`src/rtl/wheel_servo_driver.sv`:
```
// Twin continuous-rotation servo driver: latches speed/sensor steering once per
// frame and emits mirrored left/right pulse trains with a fixed frame period.
module wheel_servo_driver #(
    parameter int unsigned FRAME_CYCLES   = 2000000,
    parameter int unsigned NEUTRAL_CYCLES = 150000,
    parameter int unsigned STEP_CYCLES    = 781,
    parameter int unsigned SPEED_W        = 6,
    parameter int unsigned SENSOR_COUNT   = 2,
    parameter int unsigned CNT_W          = 21
) (
    input  logic                    CLK100MHZ,
    input  logic                    rst_n,
    input  logic                    enable,
    input  logic [SPEED_W-1:0]      speed,
    input  logic [SENSOR_COUNT-1:0] sensors,
    output logic                    wheel_l,
    output logic                    wheel_r,
    output logic                    frame_start,
    output logic                    busy,
    output logic [CNT_W-1:0]        width_l,
    output logic [CNT_W-1:0]        width_r
);

    // Wide enough that speed*STEP and NEUTRAL+offset never wrap before saturation.
    localparam int unsigned EXT_W = CNT_W + SPEED_W + 2;
    localparam logic [EXT_W-1:0] NEUTRAL_X = EXT_W'(NEUTRAL_CYCLES);
    localparam logic [EXT_W-1:0] MAX_X     = EXT_W'(FRAME_CYCLES - 1);
    localparam logic [CNT_W-1:0] LAST_CNT  = CNT_W'(FRAME_CYCLES - 1);

    typedef enum logic [1:0] {
        IDLE,
        PULSE,
        GAP
    } state_t;

    state_t           state;
    logic [CNT_W-1:0] cnt;

    logic [EXT_W-1:0] off;
    logic [EXT_W-1:0] fwd;
    logic [EXT_W-1:0] rev;
    logic [EXT_W-1:0] raw_l;
    logic [EXT_W-1:0] raw_r;
    logic [CNT_W-1:0] next_width_l;
    logic [CNT_W-1:0] next_width_r;
    logic [CNT_W-1:0] cnt_inc;
    logic [CNT_W-1:0] max_width;
    logic             frame_end;
    logic             start;

    // A sensor hit holds that side's wheel at neutral so the robot pivots back onto the line.
    always_comb begin
        off   = EXT_W'(speed) * EXT_W'(STEP_CYCLES);
        fwd   = NEUTRAL_X + off;
        rev   = (off >= NEUTRAL_X) ? '0 : NEUTRAL_X - off;
        raw_l = sensors[SENSOR_COUNT-1] ? NEUTRAL_X : fwd;
        raw_r = sensors[0] ? NEUTRAL_X : rev;
        next_width_l = (raw_l > MAX_X) ? LAST_CNT : CNT_W'(raw_l);
        next_width_r = (raw_r > MAX_X) ? LAST_CNT : CNT_W'(raw_r);
    end

    always_comb begin
        cnt_inc   = cnt + CNT_W'(1);
        max_width = (width_l >= width_r) ? width_l : width_r;
        frame_end = (state != IDLE) && (cnt == LAST_CNT);
        start     = enable && ((state == IDLE) || frame_end);
    end

    always_ff @(posedge CLK100MHZ) begin
        if (!rst_n) begin
            state       <= IDLE;
            cnt         <= '0;
            wheel_l     <= 1'b0;
            wheel_r     <= 1'b0;
            frame_start <= 1'b0;
            busy        <= 1'b0;
            width_l     <= '0;
            width_r     <= '0;
        end else if (start) begin
            state       <= PULSE;
            cnt         <= '0;
            width_l     <= next_width_l;
            width_r     <= next_width_r;
            wheel_l     <= (next_width_l != '0);
            wheel_r     <= (next_width_r != '0);
            frame_start <= 1'b1;
            busy        <= 1'b1;
        end else if ((state == IDLE) || frame_end) begin
            state       <= IDLE;
            cnt         <= '0;
            wheel_l     <= 1'b0;
            wheel_r     <= 1'b0;
            frame_start <= 1'b0;
            busy        <= 1'b0;
        end else begin
            cnt         <= cnt_inc;
            frame_start <= 1'b0;
            wheel_l     <= (state == PULSE) && (cnt_inc < width_l);
            wheel_r     <= (state == PULSE) && (cnt_inc < width_r);
            if ((state == PULSE) && (cnt_inc >= max_width)) begin
                state <= GAP;
            end
        end
    end

endmodule

```
`config.mk`:
```
export PLATFORM = sky130hd
export DESIGN_NAME = wheel_servo_driver
export DESIGN_NICKNAME = d
export VERILOG_FILES = /design/src/rtl/wheel_servo_driver.sv
export SDC_FILE = /design/constraint.sdc
export NUM_CORES = 1
export LEC_CHECK = 0
export ABC_CLOCK_PERIOD_IN_PS = 5200
export BUFFER_PORTS_ARGS = -buffer_cell sky130_fd_sc_hd__buf_2
export CAP_MARGIN = 10
export CORE_MARGIN = 4
export CORE_UTILIZATION = 61
export DETAILED_ROUTE_END_ITERATION = 8
export MAX_ROUTING_LAYER = met4
export PLACE_DENSITY = 0.87
export SLEW_MARGIN = 20
export SYNTH_ARGS = -nofsm -noshare
export SYNTH_HDL_FRONTEND = slang
export SYNTH_SLANG_ARGS = --single-unit
```
`constraint.sdc`:
```
create_clock -name CLK100MHZ -period 5.2 [get_ports CLK100MHZ]
set_input_delay 0.26 -clock CLK100MHZ [delete_from_list [all_inputs] [get_ports CLK100MHZ]]
set_output_delay 0.26 -clock CLK100MHZ [all_outputs]
set_load 0.01 [all_outputs]
```
==> flow_summary.yaml, run 1 <==
yosys:
  muxShareOfSynthArea: 0.03491
  synth-simple-area-share: 0.1801
  synth_top_area_cell: "ha_1"
  synth_fa_ha_area_frac: 0.2409
  synth_compound_area_frac: 0.1920
  synth_cells: 662
  avgSynthCellArea_um2: 8.772
  synth.area.top_cells: "ha_1 (23%), dfxtp_1 (22%), inv_1 (3.9%), xor2_1 (3.2%), mux2i_1 (3.1%)"
  yosysUniqueCellTypes: 80
  syn_area_um2: 5807
  ys_seq_elements: 63
  yosys.area_share.xor_xnor: 0.07498
  netlist.area_leader.share: 0.2306
  synth-main-ff-cell: "dfxtp_1"
  async_reset_ff_frac: 0
  yosysSeqAreaShare: 0.2172
  synth_top_family_by_area: "adder cells"
  synth_warnings: 0
  synth_edf_count: 0
timing:
  period_share: 0.8483
  tns_ps: 0
  relSlewSlack: 0.3608
  worstMarginPinSlew_ps: 958.8
  final-max-slew-violation-count: 0
  grt_setup_unrepaired: "no"
  period_needed_ps: 4411
  max_freq_ghz: 0.2267
  setup_violations: 0
  final-hold-violation-count: 0
  skew_ps: 9.433
worst_setup_path:
  reg2reg_from: "width_r[15]$_SDFFE_PN0P_"
  critPathMaxFanout: 18
  worstPathArrival_ps: 4650
  crit_required_ps: 5440
  reg2regPathDepth: 17
  end_kind: "register"
  regToRegSetupSlack_ps: 790
  critical_path_class: "register to register"
  r2r-end: "state[1]$_SDFFE_PP0P_"
  cp-start-kind: "register"
global_routing:
  grt_overflow: 0
  grt_pass1_vias: 4971
  grtUsageTotal: 0.2658
  grt_pass1_wl_um: 23360
  antenna_found_initial: 0
  grt_start_max_net_pins: 23
finish:
  nFillCells: 741
  regArea_um2: 1261
  drive_above_1_share: 0.1373
  syn_to_final_growth_pct: 8.899
  nNetsFinal: 831
  post-route-util: 0.6844
  antenna-diode-count: 0
  multi_input_area_um2: 4220
cts:
  tritoncts: "yes"
  clk_pin_slew_worst_paths_ps: 70
  clk-insertion-delay-late_ps: 350
  cts_buffer_depth: 2
  postCtsSetupBuffers: 0
  cts_sinks: 63
  cts_resized: 0
  htree_levels: 3
  postCtsHoldBufs: 0
  cts-root-buf: "clkbuf_8"
  cts_inserted_buffers: 9
hold_path:
  min_path_cells: 2
  holdCritStartpoint: "speed[1]"
  hp-class: "input port to register"
  hold_end: "width_l[1]$_SDFFE_PN0P_"
pwr:
  power.density_nw_per_um2: 324.8
  p_leak_nw: 3.033
  vdd_drop_max_uv: 159.5
floorplanning:
  die_w_um: 105.6
  dieArea_um2: 11140
  initial_core_util: 0.6284
  ioPinCount: 57
  fp-row-count: 35
  die_h_um: 105.6
  coreArea_um2: 9240
detailed_routing:
  ant_nets: 0
  via_per_inst: 5.981
  drtPass1Iterations: 5
  drt_iter0_markers: 210
  route.detailed.drc: 0
  drt_wl_total_um: 14320
  via_count: 5042
  wl_per_cell_um: 16.98
place:
  place_congestion: 0.9067
  portBuffers: 50
  dp.final_hpwl_um: 11780
run_status:
  status: "finished, final reports clean"
run:
  cap_viol_max_count: 0
layer usage:
layer	vias to the layer above	global-route usage	routed length, um
met5	-	-	0
met2	134	0.4891	7488
met4	0	0.1129	482
met1	2396	0.2843	5738
li1	2474	-	-
met3	38	0.03674	608
placed cells by master, fill, tap and decap left out, drive strengths merged, types with 4 or more instances in the layout:
master and instances:
a21oi 33, xor2 22, o21ai 31, nand2 35, and2 4, clkbuf 12, ha 107, nand3 22
xnor2 23, a311oi 6, o21a 11, nor2 35, inv 61, nor2b 24, nor3 13, conb 6
a22o 10, a21o 20, and3 11, nor4 5, dfxtp 63, mux2i 18, nand4 12, a31oi 6
buf 52, nand2b 7
logic make-up after synthesis:
group,after synthesis
compound gates,152
xor+xnor,45
fa+ha+maj,110
buf+inv,82
flops,63
mux,20
other cells,1
simple gates,189
sequential cells by signal (all words and copies together) (netlist names):
register     cells
frame_start      1
wheel_r          1
cnt             21
busy             1
wheel_l          1
width_r         18
state            2
width_l         18
final cells by class:
class	count	area share
Sequential cell	63	0.1994
Clock buffer	12	0.02612
Multi-Input combinational cell	522	0.6674
Clock inverter	3	0.002770
Timing Repair Buffer	52	0.04195
Tap cell	129	0.02552
Inverter	62	0.03680
critical path, cell delays in order, from the launching register on:
cell       delay [ps]
dfxtp_1           410
inv_1              90
ha_1              300
nand4_1           150
nor2_1            190
nand3_1           120
nor4_1            300
a211o_1           790
mux2i_1           290
ha_1              280
a21o_1            180
a21o_1            160
a2111oi_0         440
nor4_1            120
a21oi_1           140
nand3b_1          120
a21oi_1           170
nor2_1             50
stage by stage:
stage | cells | setup WS (ps) | instance area (um^2) | total power, mW | hold slack [ps]
2_1_floorplan | 667 | 1313 | 5826 | 1.408 | 385.7
3_3_place_gp | 828 | 1071 | 6141 | 1.626 | 459.7
3_5_place_dp | 828 | 921.1 | 6141 | 1.664 | 471.8
4_1_cts | 843 | 921.7 | 6324 | 2.055 | 191.3
5_1_grt | 843 | 578.6 | 6324 | 2.203 | 219.6
6_report | 843 | 788.8 | 6324 | 2.054 | 196.8
synth_stat cells, types with 18 or more instances:
library cell    n
dfxtp_1        63
nor2b_1        24
nand3_1        21
nand2_1        34
xor2_1         21
a21o_1         20
a21oi_1        31
xnor2_1        20
o21ai_0        26
mux2i_1        18
nor2_1         32
ha_1          107
inv_1          61
where the power goes:
part	internal, mW	leakage, nW	switching, mW
clock network	0.207	0.0942	0.181
logic	0.451	2.42	0.612
registers	0.535	0.515	0.0675
total	1.19	3.03	0.860
worst max-delay path by stage:
stage / endpoint / cells past startpoint / from / slack [ps]
after global routing: state[1]$_SDFFE_PP0P_ / 17 / width_r[16]$_SDFFE_PN0P_ / 580
after global placement: state[1]$_SDFFE_PP0P_ / 17 / width_r[16]$_SDFFE_PN0P_ / 1070
after floorplan: state[1]$_SDFFE_PP0P_ / 19 / width_r[14]$_SDFFE_PN0P_ / 1310
after detailed placement: state[1]$_SDFFE_PP0P_ / 19 / width_r[1]$_SDFFE_PN0P_ / 920
after CTS: state[1]$_SDFFE_PP0P_ / 19 / width_r[1]$_SDFFE_PN0P_ / 920
final: state[1]$_SDFFE_PP0P_ / 17 / width_r[15]$_SDFFE_PN0P_ / 790
Power figures use the tool's default switching activity.
==> run 2: changes to the inputs <==
Settings changed: ABC_AREA set to 1, ABC_CLOCK_PERIOD_IN_PS 5200 to 4400.
Clock period 5.2 ns to 4.4 ns, I/O delays scaled along.
==> run 2 against run 1 <==
Clock power is 27% higher. Largest power group unchanged. First-iteration DRC count up 90%. Wire length rose by 1.1%. Critical endpoint is now state[0]$_SDFFE_PN0P_. Critical path type unchanged. Maximum frequency is 27% higher. Synthesized cell count is 37% higher. Critical path depth grew 5. Largest cell class unchanged. Total power rose by 11%. Sequential power increased by 8.6%. Count of clock-buffer cells in the layout down 2. Hold slack better by 16 ps. Sequential cell count is the same.
==> flow_summary.yaml, run 2 <==
timing:
  worstMarginPinSlew_ps: 1056
  skew_ps: 9.634
  relSlewSlack: 0.2942
  tns_ps: 0
  grt_setup_unrepaired: "no"
  setup_violations: 0
  final-hold-violation-count: 0
  final-max-slew-violation-count: 0
  max_freq_ghz: 0.2872
  period_needed_ps: 3482
  period_share: 0.7913
floorplanning:
  die_w_um: 107.9
  coreArea_um2: 9729
  die_h_um: 107.9
  fp-row-count: 36
  initial_core_util: 0.6251
  dieArea_um2: 11630
  ioPinCount: 57
worst_setup_path:
  max_stage_delay_ps: 390
  cp-start-kind: "register"
  end_kind: "register"
  critical_path_class: "register to register"
  crit_required_ps: 4640
  worstPathCellList: "inv_1 > ha_1 > inv_1 > nor3_1 > nand2_1 > o311ai_0 > nand2_1 > nand4_2 > buf_4 > o21ai_0 > ha_1 > nand2_1 > nor2_1 > nand4_1 > nor2_1 > nor3_1 > nand2_1 > nand2_1 > nand3_1 > nand2_1 > nand2_1 > nand2_1"
  slowest_stage: "dfxtp_1"
  r2r-end: "state[0]$_SDFFE_PN0P_"
  path_buf_inv: 3
  reg2regPathDepth: 22
  critPathLaunch: "width_r[12]$_SDFFE_PN0P_"
  critPathMaxFanout: 36
  reg2reg_from: "width_r[12]$_SDFFE_PN0P_"
  crit_path_end: "state[0]$_SDFFE_PN0P_"
  regToRegSetupSlack_ps: 920
  worst-path-stages: 22
  crit_top_cell: "nand2_1"
  worstPathArrival_ps: 3720
  critPathTopFamily: "simple AND/OR/NAND/NOR gates"
yosys:
  avgSynthCellArea_um2: 6.684
  synth.area.top_cells: "ha_1 (22%), dfxtp_1 (21%), nand2_1 (13%), inv_1 (9.6%), nor2_1 (5.1%)"
  async_reset_ff_frac: 0
  synth_top_area_cell: "ha_1"
  yosysUniqueCellTypes: 43
  netlist.area_leader.share: 0.2201
  synth_edf_count: 0
  synth-main-ff-cell: "dfxtp_1"
  yosysSeqAreaShare: 0.2074
  synth_cells: 910
  synth_warnings: 0
  yosysMostFrequentCell: "nand2_1"
  synthTopCellsByCount: "nand2_1 (206), inv_1 (156), ha_1 (107)"
  ys_seq_elements: 63
  syn_area_um2: 6082
global_routing:
  antenna_found_initial: 0
  grt_overflow: 0
  grt_pass1_wl_um: 24470
  grtUsageTotal: 0.2657
  grt_start_max_net_pins: 37
  grt_pass1_vias: 5582
place:
  portBuffers: 50
  place_inst: 1081
  dp.final_hpwl_um: 11960
  place_congestion: 0.9334
cts:
  clk-insertion-delay-late_ps: 350
  postCtsSetupBuffers: 0
  cts_inserted_buffers: 9
  cts_buffer_depth: 2
  postCtsHoldBufs: 0
  cts_sinks: 63
  cts_resized: 0
  tritoncts: "yes"
  htree_levels: 3
  cts-root-buf: "clkbuf_8"
  clk_pin_slew_worst_paths_ps: 80
pwr:
  p_seq_frac: 0.288
  vdd_drop_max_uv: 175.5
  p_leak_nw: 3.536
  power.density_nw_per_um2: 343.7
  switching_power_mw: 1.004
  p_int_mw: 1.266
  clock_power_share: 0.217
  combPwrFrac: 0.495
  p_sw_frac: 0.4424
detailed_routing:
  via_count: 5905
  ant_nets: 0
  drt_iter0_markers: 399
  drtPass1Iterations: 5
  route.detailed.drc: 0
  drt_wl_total_um: 14480
  via_per_inst: 5.383
  wl_per_cell_um: 13.20
finish:
  drive_above_1_share: 0.1131
  regMostFlops: "cnt"
  antenna-diode-count: 0
  mostFrequentLayoutCells: "nand2_1 (206), inv_1 (156), ha_1 (107)"
  regArea_um2: 1261
  largest_register_ffs: 21
  multi_input_area_um2: 4121
  nNetsFinal: 1080
  final_cells: 1097
  nFillCells: 882
  syn_to_final_growth_pct: 8.599
  top_regs: "cnt x21, width_l x18, width_r x18"
  final_common_cell: "nand2_1"
run:
  cap_viol_max_count: 0
run_status:
  status: "finished, final reports clean"
hold_path:
  hp-class: "input port to register"
run 2: cell count changes after synthesis, moves of 18 or more:
| cell | delta |
|---|---|
| nand2_1 | +172 |
| nor2b_1 | -24 |
| nand3_1 | +35 |
| inv_1 | +95 |
| o21ai_0 | +24 |
| nor2_1 | +50 |
| mux2i_1 | -18 |
| xnor2_1 | -18 |
| a21o_1 | -20 |
run 2: through the flow:
step | power [mW] | instance area (um^2) | utilization | hold slack (ps) | setup slack, ps
CTS | 2.264 | 6605 | 0.6789 | 193.0 | 886.3
global route | 2.469 | 6605 | 0.6789 | 208.1 | 556.3
global placement | 1.743 | 6416 | 0.6595 | 455.3 | 706.8
detailed placement | 1.772 | 6416 | 0.6595 | 457.6 | 591.2
finish | 2.270 | 6605 | 0.6789 | 212.9 | 918.2
floorplan | 1.513 | 6101 | - | 338.9 | 1023
run 2: layer usage:
metal  vias to the layer above  global-route usage  part of all wire
met1                      2680              0.3137              0.43
li1                       3057                   -                 -
met4                         0              0.1091             0.033
met5                         -                   -                 0
met3                        34             0.02819             0.039
met2                       134              0.4609              0.50
run 2: cell families (layout without fill, tap and decap cells):
kind of cell | Yosys count | after routing | share of synthesized area
other | 1 | 6 | 0.0006166
xor gates and xnor gates | 11 | 11 | 0.01893
AOI/OAI and AO/OA | 130 | 130 | 0.1193
DFF | 63 | 63 | 0.2074
adders and majority gates | 110 | 110 | 0.2300
and+or+nand+nor | 415 | 415 | 0.3057
buffers and inverters | 180 | 229 | 0.1181
run 2: area by class of cell:
| cell class | instances | share of cell area |
|---|---|---|
| Clock buffer | 10 | 0.01932 |
| Clock inverter | 6 | 0.009282 |
| Timing Repair Buffer | 51 | 0.03902 |
| Inverter | 162 | 0.09225 |
| Multi-Input combinational cell | 672 | 0.6240 |
| Tap cell | 133 | 0.02519 |
| Sequential cell | 63 | 0.1909 |
run 2: worst min-delay path by stage:
| stage | from | end | slack, ps | depth (start not counted) |
|---|---|---|---|---|
| 2_1_floorplan | sensors[0] | width_r[0]$_SDFFE_PN0P_ | 340 | 1 |
| 3_3_place_gp | busy$_SDFFE_PN0P_ | busy$_SDFFE_PN0P_ | 460 | 2 |
| 3_5_place_dp | busy$_SDFFE_PN0P_ | busy$_SDFFE_PN0P_ | 460 | 2 |
| 4_1_cts | sensors[0] | width_r[0]$_SDFFE_PN0P_ | 190 | 2 |
| 5_1_grt | sensors[0] | width_r[0]$_SDFFE_PN0P_ | 210 | 2 |
| 6_report | speed[1] | width_l[1]$_SDFFE_PN0P_ | 210 | 3 |
run 2: power by group through the flow:
stage | Sequential [mW] | Clock, mW | Combinational (mW)
global placement | 0.665 | 0 | 1.08
floorplan | 0.672 | 0 | 0.841
CTS | 0.653 | 0.493 | 1.12
global route | 0.658 | 0.518 | 1.29
finish | 0.655 | 0.492 | 1.12
detailed placement | 0.666 | 0 | 1.11
run 2: worst reg2reg max path: stages (launching register included):
cell      delay (ps)
dfxtp_1          390
inv_1            110
ha_1             300
inv_1             50
nor3_1           280
nand2_1          100
o311ai_0          90
nand2_1          110
nand4_2           90
buf_4            290
o21ai_0          160
ha_1             320
nand2_1           70
nor2_1           260
nand4_1          130
nor2_1           190
nor3_1            70
nand2_1           70
nand2_1           50
nand3_1           60
nand2_1           70
nand2_1           60
nand2_1           40
